--- src/rtl/midi_voice_allocator.sv ---
// MIDI voice allocator: maps note-on/note-off commands onto NUM_VOICES voices.
// A command is latched in IDLE, every voice is examined one per cycle in SCAN,
// and the result is applied in COMMIT. all_off releases every voice at once.
// Build option: define MIDI_VOICE_STEAL_EN to steal a voice (round-robin) when
// all voices are busy; otherwise such a note-on is dropped. In both builds the
// overflow output pulses when a note-on finds no free voice.
module midi_voice_allocator #(
  parameter int NUM_VOICES = 16,
  parameter int NOTE_W     = 7,
  parameter int VEL_W      = 7
) (
  input  logic                         clk,
  input  logic                         rst,
  input  logic                         cmd_valid,
  output logic                         cmd_ready,
  input  logic                         cmd_on,
  input  logic [NOTE_W-1:0]            cmd_note,
  input  logic [VEL_W-1:0]             cmd_vel,
  input  logic                         all_off,
  output logic [NUM_VOICES-1:0]        voice_gate,
  output logic [NUM_VOICES-1:0]        voice_trig,
  output logic [NUM_VOICES*NOTE_W-1:0] voice_note,
  output logic [NUM_VOICES*VEL_W-1:0]  voice_vel,
  output logic [4:0]                   active_count,
  output logic                         overflow
);

  localparam int IDX_W = (NUM_VOICES > 1) ? $clog2(NUM_VOICES) : 1;

  typedef enum logic [1:0] {S_IDLE, S_SCAN, S_COMMIT} state_t;

  state_t              state, state_nxt;
  logic                accept;
  logic [IDX_W-1:0]    idx;
  logic                lat_on;
  logic [NOTE_W-1:0]   lat_note;
  logic [VEL_W-1:0]    lat_vel;
  logic                match_found, free_found;
  logic [IDX_W-1:0]    match_idx, free_idx;
  logic [NOTE_W-1:0]   note_q [NUM_VOICES];
  logic [VEL_W-1:0]    vel_q  [NUM_VOICES];
  logic [NUM_VOICES-1:0] gate_q, trig_q;
  logic                ovf_q;
`ifdef MIDI_VOICE_STEAL_EN
  logic [IDX_W-1:0]    steal_ptr;
`endif

  // State register
  always_ff @(posedge clk) begin
    if (rst) state <= S_IDLE;
    else     state <= state_nxt;
  end

  // Next-state and handshake decode; all_off forces IDLE from any state
  always_comb begin
    state_nxt = state;
    cmd_ready = 1'b0;
    accept    = 1'b0;
    case (state)
      S_IDLE: begin
        cmd_ready = !rst;
        accept    = cmd_valid && !rst && !all_off;
        if (accept) state_nxt = S_SCAN;
      end
      S_SCAN: begin
        if (idx == IDX_W'(NUM_VOICES - 1)) state_nxt = S_COMMIT;
      end
      S_COMMIT: state_nxt = S_IDLE;
      default:  state_nxt = S_IDLE;
    endcase
    if (all_off) state_nxt = S_IDLE;
  end

  // Command latch, voice scan and commit of the voice table
  always_ff @(posedge clk) begin
    if (rst) begin
      idx         <= '0;
      lat_on      <= 1'b0;
      lat_note    <= '0;
      lat_vel     <= '0;
      match_found <= 1'b0;
      free_found  <= 1'b0;
      match_idx   <= '0;
      free_idx    <= '0;
      gate_q      <= '0;
      trig_q      <= '0;
      ovf_q       <= 1'b0;
      for (int i = 0; i < NUM_VOICES; i++) begin
        note_q[i] <= '0;
        vel_q[i]  <= '0;
      end
`ifdef MIDI_VOICE_STEAL_EN
      steal_ptr   <= '0;
`endif
    end else begin
      trig_q <= '0;
      ovf_q  <= 1'b0;
      if (all_off) begin
        gate_q <= '0;
      end else begin
        case (state)
          S_IDLE: begin
            if (accept) begin
              // velocity 0 on a note-on is a note-off
              lat_on      <= cmd_on && (cmd_vel != '0);
              lat_note    <= cmd_note;
              lat_vel     <= cmd_vel;
              idx         <= '0;
              match_found <= 1'b0;
              free_found  <= 1'b0;
              match_idx   <= '0;
              free_idx    <= '0;
            end
          end
          S_SCAN: begin
            if (gate_q[idx] && (note_q[idx] == lat_note) && !match_found) begin
              match_found <= 1'b1;
              match_idx   <= idx;
            end
            if (!gate_q[idx] && !free_found) begin
              free_found <= 1'b1;
              free_idx   <= idx;
            end
            idx <= idx + 1'b1;
          end
          S_COMMIT: begin
            if (lat_on) begin
              if (match_found) begin
                vel_q[match_idx]  <= lat_vel;
                trig_q[match_idx] <= 1'b1;
              end else if (free_found) begin
                gate_q[free_idx] <= 1'b1;
                note_q[free_idx] <= lat_note;
                vel_q[free_idx]  <= lat_vel;
                trig_q[free_idx] <= 1'b1;
              end else begin
                ovf_q <= 1'b1;
`ifdef MIDI_VOICE_STEAL_EN
                // every gate is set here, so the stolen voice keeps sounding
                note_q[steal_ptr] <= lat_note;
                vel_q[steal_ptr]  <= lat_vel;
                trig_q[steal_ptr] <= 1'b1;
                steal_ptr         <= steal_ptr + 1'b1;
`endif
              end
            end else if (match_found) begin
              gate_q[match_idx] <= 1'b0;
            end
          end
          default: ;
        endcase
      end
    end
  end

  // Pack per-voice note/velocity onto the flat output buses
  for (genvar g = 0; g < NUM_VOICES; g++) begin : g_pack
    assign voice_note[g*NOTE_W +: NOTE_W] = note_q[g];
    assign voice_vel[g*VEL_W +: VEL_W]    = vel_q[g];
  end

  assign voice_gate = gate_q;
  assign voice_trig = trig_q;
  assign overflow   = ovf_q;

  // Population count of the gates
  always_comb begin
    active_count = '0;
    for (int i = 0; i < NUM_VOICES; i++) begin
      active_count = active_count + {4'b0, gate_q[i]};
    end
  end

endmodule

--- config.mk ---
export PLATFORM = sky130hd
export DESIGN_NAME = midi_voice_allocator
export DESIGN_NICKNAME = d
export VERILOG_FILES = /design/src/rtl/midi_voice_allocator.sv
export SDC_FILE = /design/constraint.sdc
export NUM_CORES = 1
export LEC_CHECK = 0
export ABC_AREA = 0
export CAP_MARGIN = 20
export CORE_UTILIZATION = 46
export DETAILED_ROUTE_END_ITERATION = 8
export PLACE_DENSITY = 0.86
export SLEW_MARGIN = 20
export SYNTH_ARGS = -nofsm -noshare
export SYNTH_HDL_FRONTEND = slang
export SYNTH_SLANG_ARGS = --single-unit
--- constraint.sdc ---
create_clock -name clk -period 3.6 [get_ports clk]
set_clock_uncertainty 0.1 [all_clocks]
set_input_delay 0.36 -clock clk [delete_from_list [all_inputs] [get_ports clk]]
set_output_delay 0.36 -clock clk [all_outputs]
set_load 0.01 [all_outputs]
# Word level (Yosys, flattened, before mapping)
# Memories as Yosys holds them, arrays and structs flattened. A register that Yosys moved wholly into a read port is not among the register bits.
# Index checks and enable logic that the tools add are counted.
# Widths: inputs -> output; s select.
[op_classes] addsub=16 order_cmp=5 eq_ne=10 mux=55 n_bitwise=6 n_reduce_logical=30
[op_table] operator="$mux 16" n=6
[op_table] operator="$add 5x1->5" n=11
[op_table] operator="$mux 4" n=8
[op_table] operator="$mux 1" n=27
[op_table] operator="$pmux 4 s2" n=3
[op_table] operator="$mux 7" n=3
[op_table] operator="$reduce_or 7->1" n=3
[op_table] operator="$and 16x16->16" n=1
[op_table] operator="$not 16->16" n=1
[op_table] operator="$or 16x16->16" n=1
[op_table] operator="$lt 4x5->1 const B" n=3
[op_table] operator="$ne 2x2->1 const B" n=6
[op_table] operator="$reduce_and 4->1" n=3
[op_table] operator="$demux 1 s4" n=2
[op_table] operator="$ge 4x1->1 const B" n=2
[op_table] operator="$logic_and 1x1->1" n=8
[op_table] operator="$eq 7x7->1" n=1
[op_table] operator="$reduce_bool 7->1" n=1
[op_table] operator="$reduce_and 3->1" n=2
[op_table] operator="$reduce_bool 2->1" n=3
[op_table] operator="$add 4x1->5" n=1
[op_table] operator="$logic_not 1->1" n=5
[op_table] operator="$reduce_or 5->1" n=1
[op_table] operator="$add 3x1->4" n=1
[op_table] operator="15 further kinds" n=19
[word_totals] regBits=64 mem_bits_rw=224 input_bits=19 out_inout_bits=263 word_cells=136 n_memories=2
[mem_list] name="note_q" words=16 width=7 rd=17 rd_clocked_by_memory_dff=1 wr=16 line_no="40" source="logic [NOTE_W-1:0] note_q [NUM_VOICES];"
[mem_list] name="vel_q" words=16 width=7 rd=16 rd_clocked_by_memory_dff=0 wr=16 line_no="41" source="logic [VEL_W-1:0] vel_q [NUM_VOICES];"

# Longest topological paths before layout
[depth] depth_word=15 mapped_depth=12 mapped_depth_nobuf=12

# Worst setup path after synthesis
# OpenSTA, ideal clock, no wires.
[synth_timing] path_kind="reg-to-output" start="register gate_q[0], in the netlist voice_gate[0]" end="output active_count[4]" arrival_ns=3.284 required_time_ns=3.140 setup_slack_ns=-0.144 stages_incl_launch_ff=12 path_buffers=0 cell_sequence="dfxtp_1 > inv_1 > fa_1 > fa_1 > fa_1 > fa_1 > inv_1 > ha_1 > inv_1 > fa_1 > nor2b_1 > o21a_1"
[synth_via] elab_chain_cells=15
[synth_lines] element="start, declared" line_no="42" source="logic [NUM_VOICES-1:0] gate_q, trig_q;"
[synth_lines] element="start signal, assigned" line_no="85" source="gate_q <= '0;"
[synth_lines] element="start signal, assigned" line_no="99" source="gate_q <= '0;"
[synth_lines] element="start signal, assigned by index" line_no="132" source="gate_q[free_idx] <= 1'b1;"
[synth_lines] element="$add 1x1->2" line_no="170" source="active_count = active_count + {4'b0, gate_q[i]};"
[synth_lines] element="$add 2x1->3" line_no="170"
[synth_lines] element="$add 3x1->4" line_no="170"
[synth_lines] element="$add 4x1->5" line_no="170"
[synth_lines] element="$add 5x1->5 (11 in series)" line_no="170"
[synth_lines] element="end, declared" line_no="24" source="output logic [4:0] active_count,"
# No other way between the ends.

# Worst setup path after layout
[layout_timing] start="register gate_q[5], in the netlist voice_gate[5]" end="output active_count[3]"
[layout_via] elab_chain_cells=11
[layout_lines] element="$add 5x1->5 (11 in series)" line_no="170"
# No other way between the ends.

==> flow_metrics.tcl <==
set metrics [dict create \
    outcome "finished with violations" \
    violations "setup timing" \
    syn-num-nets 1045 \
    fin_crit_sh_pct 121.1 \
    cts_tree "yes" \
    synth_warnings 0 \
    hold-path-endpoint "voice_gate[11]" \
    synth.largest_area_cell "edfxtp_1" \
    grt_use_total_pct 25.83 \
    drt_first_pass_iters 5 \
    power_mw 7.719 \
    crit_type "flop to primary output" \
    comb_power_share_pct 6.5 \
    synth_top_area_share_pct 52.54 \
    min_period_ns 4.360 \
    critPathMaxStageDelay_ns 0.55 \
    clk_latency_ns 0.55 \
    place_hpwl_mm 26.94 \
    die-area_um2 28510 \
    gp_congestion 0.9153 \
    dieWidth_um 168.8 \
    die_h_um 168.8 \
    tightest_slew_ns 0.9350 \
    syn_area_um2 12800 \
    drcViolationCount 0 \
    synth.avg_cell_area_um2 12.68 \
    worst_slack_ns -0.7604 \
    finalMaxSlewViolations 0 \
    synthCells 1010 \
    r2r_cells 6 \
    internal_power_mw 6.100 \
    ys_seq_area_share_pct 63.17 \
    cts_sinks 292 \
    antenna_found_initial 1 \
    grt_max_degree 59 \
    place_worst_setup_slack_ns -0.5908 \
    reg2reg_to "match_idx[2]" \
    crit_arrival_ns 3.90 \
    wirelength_mm 37.50 \
    fin_nets 1335 \
    cts_root_buf "clkbuf_16" \
    drv_cap 0 \
    fillers 1962 \
    via_count 9441 \
    drt.antenna.violating_nets 0 \
    crit_fanout 2 \
    final_cell_mix "clkdlybuf4s50_1 (275), edfxtp_1 (224), and2_1 (190)" \
    worstPathBufferInverterCount 4 \
    synth-edff-count 224 \
    ios 282 \
    leakagePower_nw 6.230 \
    post_drt_wl_per_cell_um 22.10 \
    hold_start "rst" \
    h-tree-depth 1 \
    crit_required_ns 3.14 \
    drive_gt1_share_pct 13.07 \
    vias_per_cell 5.563 \
    vdd_drop_max_mv 0.3252 \
    ys_types 54 \
    initial_core_util_pct 47.24 \
    hp-class "input pin to flop" \
    stdcell_area_um2 17260 \
    numCtsBuffers 30 \
    rsz0062_at_grt "yes" \
    netlist_top_cells_area "edfxtp_1 (53%), dfxtp_1 (11%), and2_1 (9.3%)" \
    grt_pass1_vias 9100 \
    hold_depth 4 \
    max_slew_margin_pct 37.54 \
    fin_util_pct 63.69 \
    portBuffers 281 \
    synth_ff_type "edfxtp_1" \
    postSynth.asyncResetShare_pct 0 \
    switchingPower_mw 1.618 \
    synth_seq_cells 292 \
    dp_cells 1638 \
    core_um2 27100 \
    syn_to_final_growth_pct 34.82 \
    grt_pass1_wl_mm 55.22 \
    row_count 60 \
    pwr-share-seq_pct 49.5 \
    crit_chain "inv_2 -> fa_1 -> fa_1 -> fa_2 -> fa_2 -> inv_2 -> ha_4 -> buf_6 -> a21o_1 -> a21oi_2 -> xnor2_1 -> buf_2" \
    mostFrequentLayoutCell "clkdlybuf4s50_1" \
    fmax_mhz 229.3 \
    clock_path_buffers 3 \
    dpl_cell_area_um2 16140 \
    hold_buffers 0 \
    grt_overflow 0 \
    cp_slowest_cell "fa_1" \
    crit_family "adder cells" \
    finalHoldViolations 0 \
    setup_viol 5 \
    critPathLaunchType "flop" \
    fin_cells 1697 \
    drt-initial-drc-count 960 \
    power_density_nw_per_um2 447.2 \
    p_clk_share_pct 43.9 \
    crit_path_end_kind "primary output" \
    switching_share_pct 20.97 \
    r2r_slack_ns 0.59 \
    clk_pin_slew_ns 0.06 \
]
[kinds of logic (layout without fill, tap and decap cells)]
logic type | after synthesis | in the layout | share of synthesized area, %
fa+ha+maj | 16 | 16 | 2.150
xor+xnor | 9 | 9 | 0.6156
simple gates | 450 | 450 | 19.52
mux | 63 | 63 | 7.398
buf+inv | 94 | 408 | 2.873
compound gates | 86 | 86 | 4.280
other cells | 0 | 1 | 0
flops | 292 | 292 | 63.17
[registers in the layout (all words and copies together), names as in the netlist, 2 cells and up, named ones only]
name / count
match_idx: 4
idx: 4
vel_q: 112
free_idx: 4
lat_note: 7
voice_trig: 16
note_q: 112
lat_vel: 7
voice_gate: 16
state: 2
[worst reg2reg max path, stage by stage, from the launching register on]
cell and delay, ns:
dfxtp_1 0.84, mux4_2 0.45, mux4_2 0.51, xor2_1 0.17, nor3_2 0.20, nor4b_4 0.45
mux2i_1 0.24
[Yosys cell counts, types with 5 or more instances]
master	number
edfxtp_1	224
and2_1	190
dfxtp_1	68
nor2_1	63
nand2_1	57
clkbuf_1	54
a21oi_1	34
mux2i_1	32
or2_2	32
inv_1	30
nor3_1	30
and3_1	20
mux4_2	18
nand2b_1	13
nor2b_1	13
nand3_1	12
fa_1	10
a22oi_1	9
mux2_2	8
o21ai_0	8
buf_2	6
ha_1	6
a211oi_1	5
mux4_1	5
xnor2_1	5
[per-layer routing]
layer | global-route usage (%) | share of wire (%)
met2 | 43.55 | 48
met4 | 8.696 | 3.6
met5 | 0 | 0
met1 | 34.61 | 39
met3 | 3.343 | 9.1
[through the flow]
step                      setup TNS [ns]  hold WS [ns]
after global placement            -2.030        0.3508
after CTS                         -3.353       0.07585
after detailed placement          -2.200        0.3607
final                             -3.136       0.08247
after floorplan                 -0.02681        0.3404
after global routing              -3.782        0.1211
[power by group through the flow]
stage,Sequential [mW],Combinational (mW),Clock [mW]
global placement,3.89,0.490,0
detailed placement,3.89,0.499,0
finish,3.82,0.503,3.39
floorplan,3.90,0.157,0
global route,3.83,0.522,3.55
CTS,3.82,0.502,3.42
[worst max path at each step]
stage / from / slack, ns / cells after the start / end
2_1_floorplan: voice_gate[11] / -0.03 / 11 / active_count[4]
3_3_place_gp: voice_gate[5] / -0.54 / 12 / active_count[4]
6_report: voice_gate[5] / -0.76 / 12 / active_count[3]
3_5_place_dp: voice_gate[5] / -0.59 / 12 / active_count[4]
5_1_grt: voice_gate[5] / -0.90 / 12 / active_count[4]
4_1_cts: voice_gate[3] / -0.79 / 12 / active_count[4]
[layout make-up]
cell class	instances	area (um^2)	share of cell area [%]
Antenna cell	1	2.502	0.01450
Clock buffer	42	868.3	5.030
Clock inverter	14	229.0	1.326
Inverter	32	120.1	0.6959
Tap cell	372	465.4	2.696
Sequential cell	292	8100	46.93
Timing Repair Buffer	320	3104	17.98
Multi-Input combinational cell	624	4372	25.33
[repair_timing]
action	4_1_cts	5_1_grt
setup buffers	2	0
pin swaps	11	9
endpoints found under the setup margin	5	5
resized for setup	30	4
Note: power is estimated with default switching activity, not from simulation.
